**src/rtl/cdb_broadcaster.sv**
```systemverilog
// rtl/cdb_broadcaster.sv - Common Data Bus broadcaster: per-FU result FIFOs, single-winner arbiter, registered CDB output
//
// Purpose:
//   Buffers completed results from NUM_FU functional units in small per-port
//   FIFOs. Each cycle it pops at most one head entry and registers it onto the
//   CDB as tag/data plus a one-hot ready mask for the physical register file.
//
// Ports:
//   clk        clock
//   reset      asynchronous, active-high reset
//   flush      synchronous squash of all buffered and outgoing results
//   fu_valid   per-port result valid
//   fu_tag     per-port destination tag, port i at [i*PREG_W +: PREG_W]
//   fu_data    per-port result data, port i at [i*XLEN +: XLEN]
//   fu_ready   per-port FIFO has room (registered count only)
//   cdb_valid  broadcast valid this cycle
//   cdb_tag    broadcast destination tag
//   cdb_data   broadcast value
//   cdb_mask   one-hot of cdb_tag when cdb_valid, else zero
//
// Configuration:
//   CDB_RR_ARB_EN  defined: round-robin arbitration with a rotating pointer
//                  undefined: fixed priority, lowest port index wins

module cdb_broadcaster #(
  parameter int NUM_FU     = 4,
  parameter int XLEN       = 32,
  parameter int PREG_W     = 5,
  parameter int FIFO_DEPTH = 2
) (
  input  logic                     clk,
  input  logic                     reset,
  input  logic                     flush,
  input  logic [NUM_FU-1:0]        fu_valid,
  input  logic [NUM_FU*PREG_W-1:0] fu_tag,
  input  logic [NUM_FU*XLEN-1:0]   fu_data,
  output logic [NUM_FU-1:0]        fu_ready,
  output logic                     cdb_valid,
  output logic [PREG_W-1:0]        cdb_tag,
  output logic [XLEN-1:0]          cdb_data,
  output logic [(1<<PREG_W)-1:0]   cdb_mask
);

  localparam int MASK_W = 1 << PREG_W;
  localparam int PTR_W  = (FIFO_DEPTH > 1) ? $clog2(FIFO_DEPTH) : 1;
  localparam int CNT_W  = $clog2(FIFO_DEPTH + 1);
  localparam int IDX_W  = (NUM_FU > 1) ? $clog2(NUM_FU) : 1;

  // Per-port FIFO storage and bookkeeping
  logic [PREG_W-1:0] tag_mem  [NUM_FU][FIFO_DEPTH];
  logic [XLEN-1:0]   data_mem [NUM_FU][FIFO_DEPTH];
  logic [PTR_W-1:0]  wr_ptr   [NUM_FU];
  logic [PTR_W-1:0]  rd_ptr   [NUM_FU];
  logic [CNT_W-1:0]  count    [NUM_FU];

  logic [NUM_FU-1:0] nonempty;
  logic [NUM_FU-1:0] push;
  logic [NUM_FU-1:0] pop;

  logic              grant_any;
  logic [IDX_W-1:0]  grant_idx;
  logic [PREG_W-1:0] head_tag;
  logic [XLEN-1:0]   head_data;
  logic [MASK_W-1:0] head_mask;

  // Ready depends on registered count only: a full FIFO stays not-ready even
  // while it is being popped. Tag 0 is handshaked but never stored.
  always_comb begin
    fu_ready = '0;
    nonempty = '0;
    push     = '0;
    for (int i = 0; i < NUM_FU; i++) begin
      fu_ready[i] = (count[i] != CNT_W'(FIFO_DEPTH));
      nonempty[i] = (count[i] != '0);
      push[i]     = fu_valid[i] && fu_ready[i] && !flush &&
                    (fu_tag[i*PREG_W +: PREG_W] != '0);
    end
  end

`ifdef CDB_RR_ARB_EN
  logic [IDX_W-1:0] rr_ptr;
  int               rr_j;

  // Search from rr_ptr upward with wrap; iterating offsets downward lets the
  // smallest offset (closest to the pointer) be the final assignment.
  always_comb begin
    grant_any = 1'b0;
    grant_idx = '0;
    rr_j      = 0;
    for (int off = NUM_FU - 1; off >= 0; off--) begin
      rr_j = int'(rr_ptr) + off;
      if (rr_j >= NUM_FU) rr_j = rr_j - NUM_FU;
      if (nonempty[rr_j]) begin
        grant_any = 1'b1;
        grant_idx = IDX_W'(rr_j);
      end
    end
  end

  // Pointer advances only on an actual pop, so a flushed grant does not move it
  always_ff @(posedge clk or posedge reset) begin
    if (reset) begin
      rr_ptr <= '0;
    end else if (grant_any && !flush) begin
      if (int'(grant_idx) == NUM_FU - 1) rr_ptr <= '0;
      else                               rr_ptr <= grant_idx + IDX_W'(1);
    end
  end
`else
  // Fixed priority: lowest-index non-empty port wins
  always_comb begin
    grant_any = 1'b0;
    grant_idx = '0;
    for (int i = NUM_FU - 1; i >= 0; i--) begin
      if (nonempty[i]) begin
        grant_any = 1'b1;
        grant_idx = IDX_W'(i);
      end
    end
  end
`endif

  always_comb begin
    pop = '0;
    if (grant_any && !flush) pop[grant_idx] = 1'b1;
  end

  // Head of the winning FIFO and its one-hot mask. Stored tags are never 0,
  // so mask bit 0 can never be set.
  always_comb begin
    head_tag  = tag_mem[grant_idx][rd_ptr[grant_idx]];
    head_data = data_mem[grant_idx][rd_ptr[grant_idx]];
    head_mask = '0;
    head_mask[head_tag] = 1'b1;
  end

  // FIFO storage has no reset; only slots below count are ever read
  always_ff @(posedge clk) begin
    for (int i = 0; i < NUM_FU; i++) begin
      if (push[i]) begin
        tag_mem[i][wr_ptr[i]]  <= fu_tag[i*PREG_W +: PREG_W];
        data_mem[i][wr_ptr[i]] <= fu_data[i*XLEN +: XLEN];
      end
    end
  end

  // Pointers wrap naturally since FIFO_DEPTH is a power of two
  always_ff @(posedge clk or posedge reset) begin
    if (reset) begin
      for (int i = 0; i < NUM_FU; i++) begin
        wr_ptr[i] <= '0;
        rd_ptr[i] <= '0;
        count[i]  <= '0;
      end
    end else if (flush) begin
      for (int i = 0; i < NUM_FU; i++) begin
        wr_ptr[i] <= '0;
        rd_ptr[i] <= '0;
        count[i]  <= '0;
      end
    end else begin
      for (int i = 0; i < NUM_FU; i++) begin
        if (push[i]) wr_ptr[i] <= wr_ptr[i] + PTR_W'(1);
        if (pop[i])  rd_ptr[i] <= rd_ptr[i] + PTR_W'(1);
        case ({push[i], pop[i]})
          2'b10:   count[i] <= count[i] + CNT_W'(1);
          2'b01:   count[i] <= count[i] - CNT_W'(1);
          default: count[i] <= count[i];
        endcase
      end
    end
  end

  // Registered CDB output; tag/data hold their last value while idle
  always_ff @(posedge clk or posedge reset) begin
    if (reset) begin
      cdb_valid <= 1'b0;
      cdb_tag   <= '0;
      cdb_data  <= '0;
      cdb_mask  <= '0;
    end else if (flush) begin
      cdb_valid <= 1'b0;
      cdb_mask  <= '0;
    end else if (grant_any) begin
      cdb_valid <= 1'b1;
      cdb_tag   <= head_tag;
      cdb_data  <= head_data;
      cdb_mask  <= head_mask;
    end else begin
      cdb_valid <= 1'b0;
      cdb_mask  <= '0;
    end
  end

endmodule
```
**config.mk**
```make
export PLATFORM = sky130hd
export DESIGN_NAME = cdb_broadcaster
export DESIGN_NICKNAME = d
export VERILOG_FILES = /design/src/rtl/cdb_broadcaster.sv
export SDC_FILE = /design/constraint.sdc
export NUM_CORES = 1
export LEC_CHECK = 0
export ABC_AREA = 1
export CORE_ASPECT_RATIO = 1.75
export CORE_MARGIN = 5
export CORE_UTILIZATION = 58
export CTS_CLUSTER_DIAMETER = 80
export DETAILED_ROUTE_END_ITERATION = 10
export PLACE_DENSITY = 0.9
export SYNTH_ARGS = -nofsm -noshare
export SYNTH_HDL_FRONTEND = slang
export SYNTH_SLANG_ARGS = --single-unit
```
**constraint.sdc**
```tcl
create_clock -name clk -period 4.5 [get_ports clk]
set_input_delay 0.45 -clock clk [delete_from_list [all_inputs] [get_ports clk]]
set_output_delay 0.45 -clock clk [all_outputs]
set_load 0.02 [all_outputs]
```
==> impl_metrics.py <==
metrics = {
    "outcome": {
        "status": "complete, no violations",
    },
    "critical_path": {
        "slowest_stage": "nor2_4",
        "max_stage_delay_ns": 0.68,
        "path_max_fanout": 34,
        "r2r-start": "count[6]$_DFFE_PP0P_",
        "worstPathRequired_ns": 4.96,
        "startpoint_type": "register",
        "worstSetupPathType": "register to register",
        "arrival_ns": 3.67,
        "cp-end-kind": "register",
        "startpoint": "count[6]$_DFFE_PP0P_",
        "cp_cell_sequence": "nor2_8 -> nand3_2 -> nand3_2 -> nand2_1 -> nor2_4 -> buf_4 -> nor3_1 -> o21ai_0",
        "cp_common_cell": "nand3_2",
    },
    "synth": {
        "ys_async_sr_fraction_pct": 22.5,
        "ys_types": 33,
        "syn-cell-area_um2": 15000,
        "synth_xor_area_share_pct": 0.175,
        "ys_seq_elements": 382,
        "syn_area_per_cell_um2": 12.3,
        "synth_top_family_by_area": "simple AND/OR/NAND/NOR gates",
        "yosys.area_share.simple_pct": 17.7,
        "synth_edf_count": 296,
        "synth.top_cells.by_area": "edfxtp_1 59%, dfrtp_1 14%, nand2_1 10%",
        "synth_area_leader_cell": "edfxtp_1",
        "yosysMostFrequentCell": "nand2_1",
        "synth_top_flop_cell": "edfxtp_1",
        "synth-compound-area-share_pct": 5.64,
        "synthAdderAreaFrac_pct": 0,
        "synth_mux_area_share_pct": 0,
        "synth_common_cells": "412 x nand2_1, 296 x edfxtp_1, 86 x dfrtp_1, 82 x nor2_1, 57 x a22o_1",
        "synth_top_area_share_pct": 59.3,
        "ys_seq_area_share_pct": 73.7,
        "yosys_warnings": 0,
        "syn_inst": 1216,
        "synth_fp_nets": 1371,
    },
    "power": {
        "power_frac_seq_pct": 36.1,
        "p_leak_uw": 0.00729,
        "ir_drop_mv": 0.448,
        "internal_power_uw": 7690,
        "combPwrFrac_pct": 39.5,
        "pwr-share-clk_pct": 24.4,
        "power.switching_uw": 4870,
        "p_per_area_nw_per_um2": 669,
        "swShare_pct": 38.8,
    },
    "global_route": {
        "antenna_found_initial": 1,
        "grt_pass1_vias": 11100,
        "grt_max_degree": 77,
        "overflow": 0,
        "grt_use_total_pct": 27.6,
        "grt_pass1_wl_mm": 61.9,
    },
    "detailed_routing": {
        "drt_iter0_markers": 1100,
        "firstDrtPassIters": 5,
        "num_vias": 10600,
        "detail_route.wl_per_cell_um": 23.2,
        "drc": 0,
        "routed_via_density": 5.94,
        "antenna_left": 0,
        "routed_wl_mm": 41.4,
    },
    "place": {
        "portBuffers": 228,
        "dp_hpwl_mm": 27.8,
        "gp_congestion": 0.916,
        "dp_slack_ns": 1.12,
    },
    "timing": {
        "setup_viol": 0,
        "slew_headroom_pct": 20.5,
        "rsz0062_at_grt": "no",
        "fin_crit_ns": 3.20,
        "worstMarginPinSlew_ns": 1.19,
        "fmax_mhz": 312,
        "fin_skew_ns": 0.0219,
        "drv_slew": 0,
        "hold_violations": 0,
        "fin_crit_sh_pct": 71.2,
        "fin_ws_ns": 1.30,
        "setup_tns_ns": 0,
    },
    "cts": {
        "post_cts_resized": 0,
        "cts_buffers": 31,
        "path_clk_slew_ns": 0.08,
        "cts_root_buffer": "clkbuf_16",
        "worstSkewPairLatency_ns": 0.58,
        "cts_tree": "yes",
        "htree_levels": 1,
        "cts_hold_buf": 0,
        "cts_setup_buffers": 0,
        "clk_path_buf_depth": 3,
        "cts.sinks": 382,
    },
    "die": {
        "num_io_pins": 229,
        "dieArea_um2": 29300,
        "die_h_um": 223,
        "initial_core_util_pct": 58.2,
        "die_x_um": 132,
        "core-area_um2": 25800,
        "rows": 78,
    },
    "final_layout": {
        "nNetsFinal": 1600,
        "drive_gt1_share_pct": 8.37,
        "syn_to_final_growth_pct": 25.3,
        "num_antenna_cells": 0,
    },
    "run": {
        "max_cap_violations": 0,
    },
    "worst_hold_path": {
        "min_path_type": "input port to async pin",
    },
}
## cell usage in the layout, fill, tap and decap left out, drive strengths merged, types with 5 or more instances in the layout
cell type      instances
nor3                  34
inv                   41
edfxtp               296
nand3b                 5
nand2                423
nand4                 12
bufinv                 8
o21ai                 52
dfrtp                 86
a22o                  57
nand3                 54
buf                   19
a21oi                  8
clkdlybuf4s50        228
nor2                  89
clkbuf                36
clkinv                 8
## through the flow
step | std cells | instance area, um2 | total power, uW | hold slack (ns) | utilization (%)
2_1_floorplan | 1216 | 15000 | 7860 | 0.458 | -
3_3_place_gp | 1732 | 17600 | 9200 | 0.467 | 68.4
3_5_place_dp | 1732 | 17600 | 9440 | 0.479 | 68.4
4_1_cts | 1789 | 18800 | 12500 | 0.439 | 72.9
5_1_grt | 1789 | 18800 | 13200 | 0.446 | 72.9
6_report | 1789 | 18800 | 12600 | 0.434 | 72.9
## worst paths after layout
check | depth (start not counted) | endpoint | slack [ns]
hold reg to reg | 2 | cdb_tag[3]$_DFFE_PP0P_ | 0.50
min in group clk | 1 | data_mem[2][3]$_DFFE_PP_ | 0.45
setup reg to reg | 8 | cdb_data[1]$_DFFE_PP0P_ | 1.30
setup / recovery | 8 | cdb_data[1]$_DFFE_PP0P_ | 1.30
hold / removal | 2 | cdb_data[17]$_DFFE_PP0P_ | 0.43
max in group asynchronous | 3 | cdb_data[27]$_DFFE_PP0P_ | 3.19
## layer usage
metal / routed length (um) / up-vias / track usage [%]
met5: 13 / - / 0
met4: 2970 / 2 / 18.6
met3: 3070 / 153 / 4.78
met2: 22000 / 639 / 49.5
met1: 13400 / 5173 / 29.3
li1: - / 4660 / -
## power groups by stage
stage	clock network, uW	registers (uW)	logic, uW
final	3060	4540	4960
after global routing	3210	4570	5390
after CTS	3070	4530	4920
after detailed placement	0	4590	4850
after global placement	0	4570	4630
after floorplan	0	4770	3090
## kinds of logic after synthesis
family	count (synthesis)
AOI/OAI and AO/OA	122
DFF	382
buffers and inverters	91
xor gates and xnor gates	3
and+or+nand+nor	618
## layout make-up
cell class	count	area (um2)
Clock inverter	21	320
Inverter	40	153
Multi-Input combinational cell	743	3600
Timing Repair Buffer	247	2420
Sequential cell	382	11000
Clock buffer	36	845
Fill cell	1571	6980
Tap cell	320	400
## worst max-delay path: cells and delay by family (launching register included)
family          cells  cell delay [ns]
flops               1             0.46
compound gates      1             0.28
buf+inv             1             0.50
simple gates        6             1.83
## state kept, by name (all words and copies together) (netlist names)
signal and count:
cdb_data 32, cdb_mask 32, cdb_tag 5, cdb_valid 1
count 8, data_mem 256, rd_ptr 4, tag_mem 40
wr_ptr 4
Note: power is estimated with default switching activity, not from simulation.
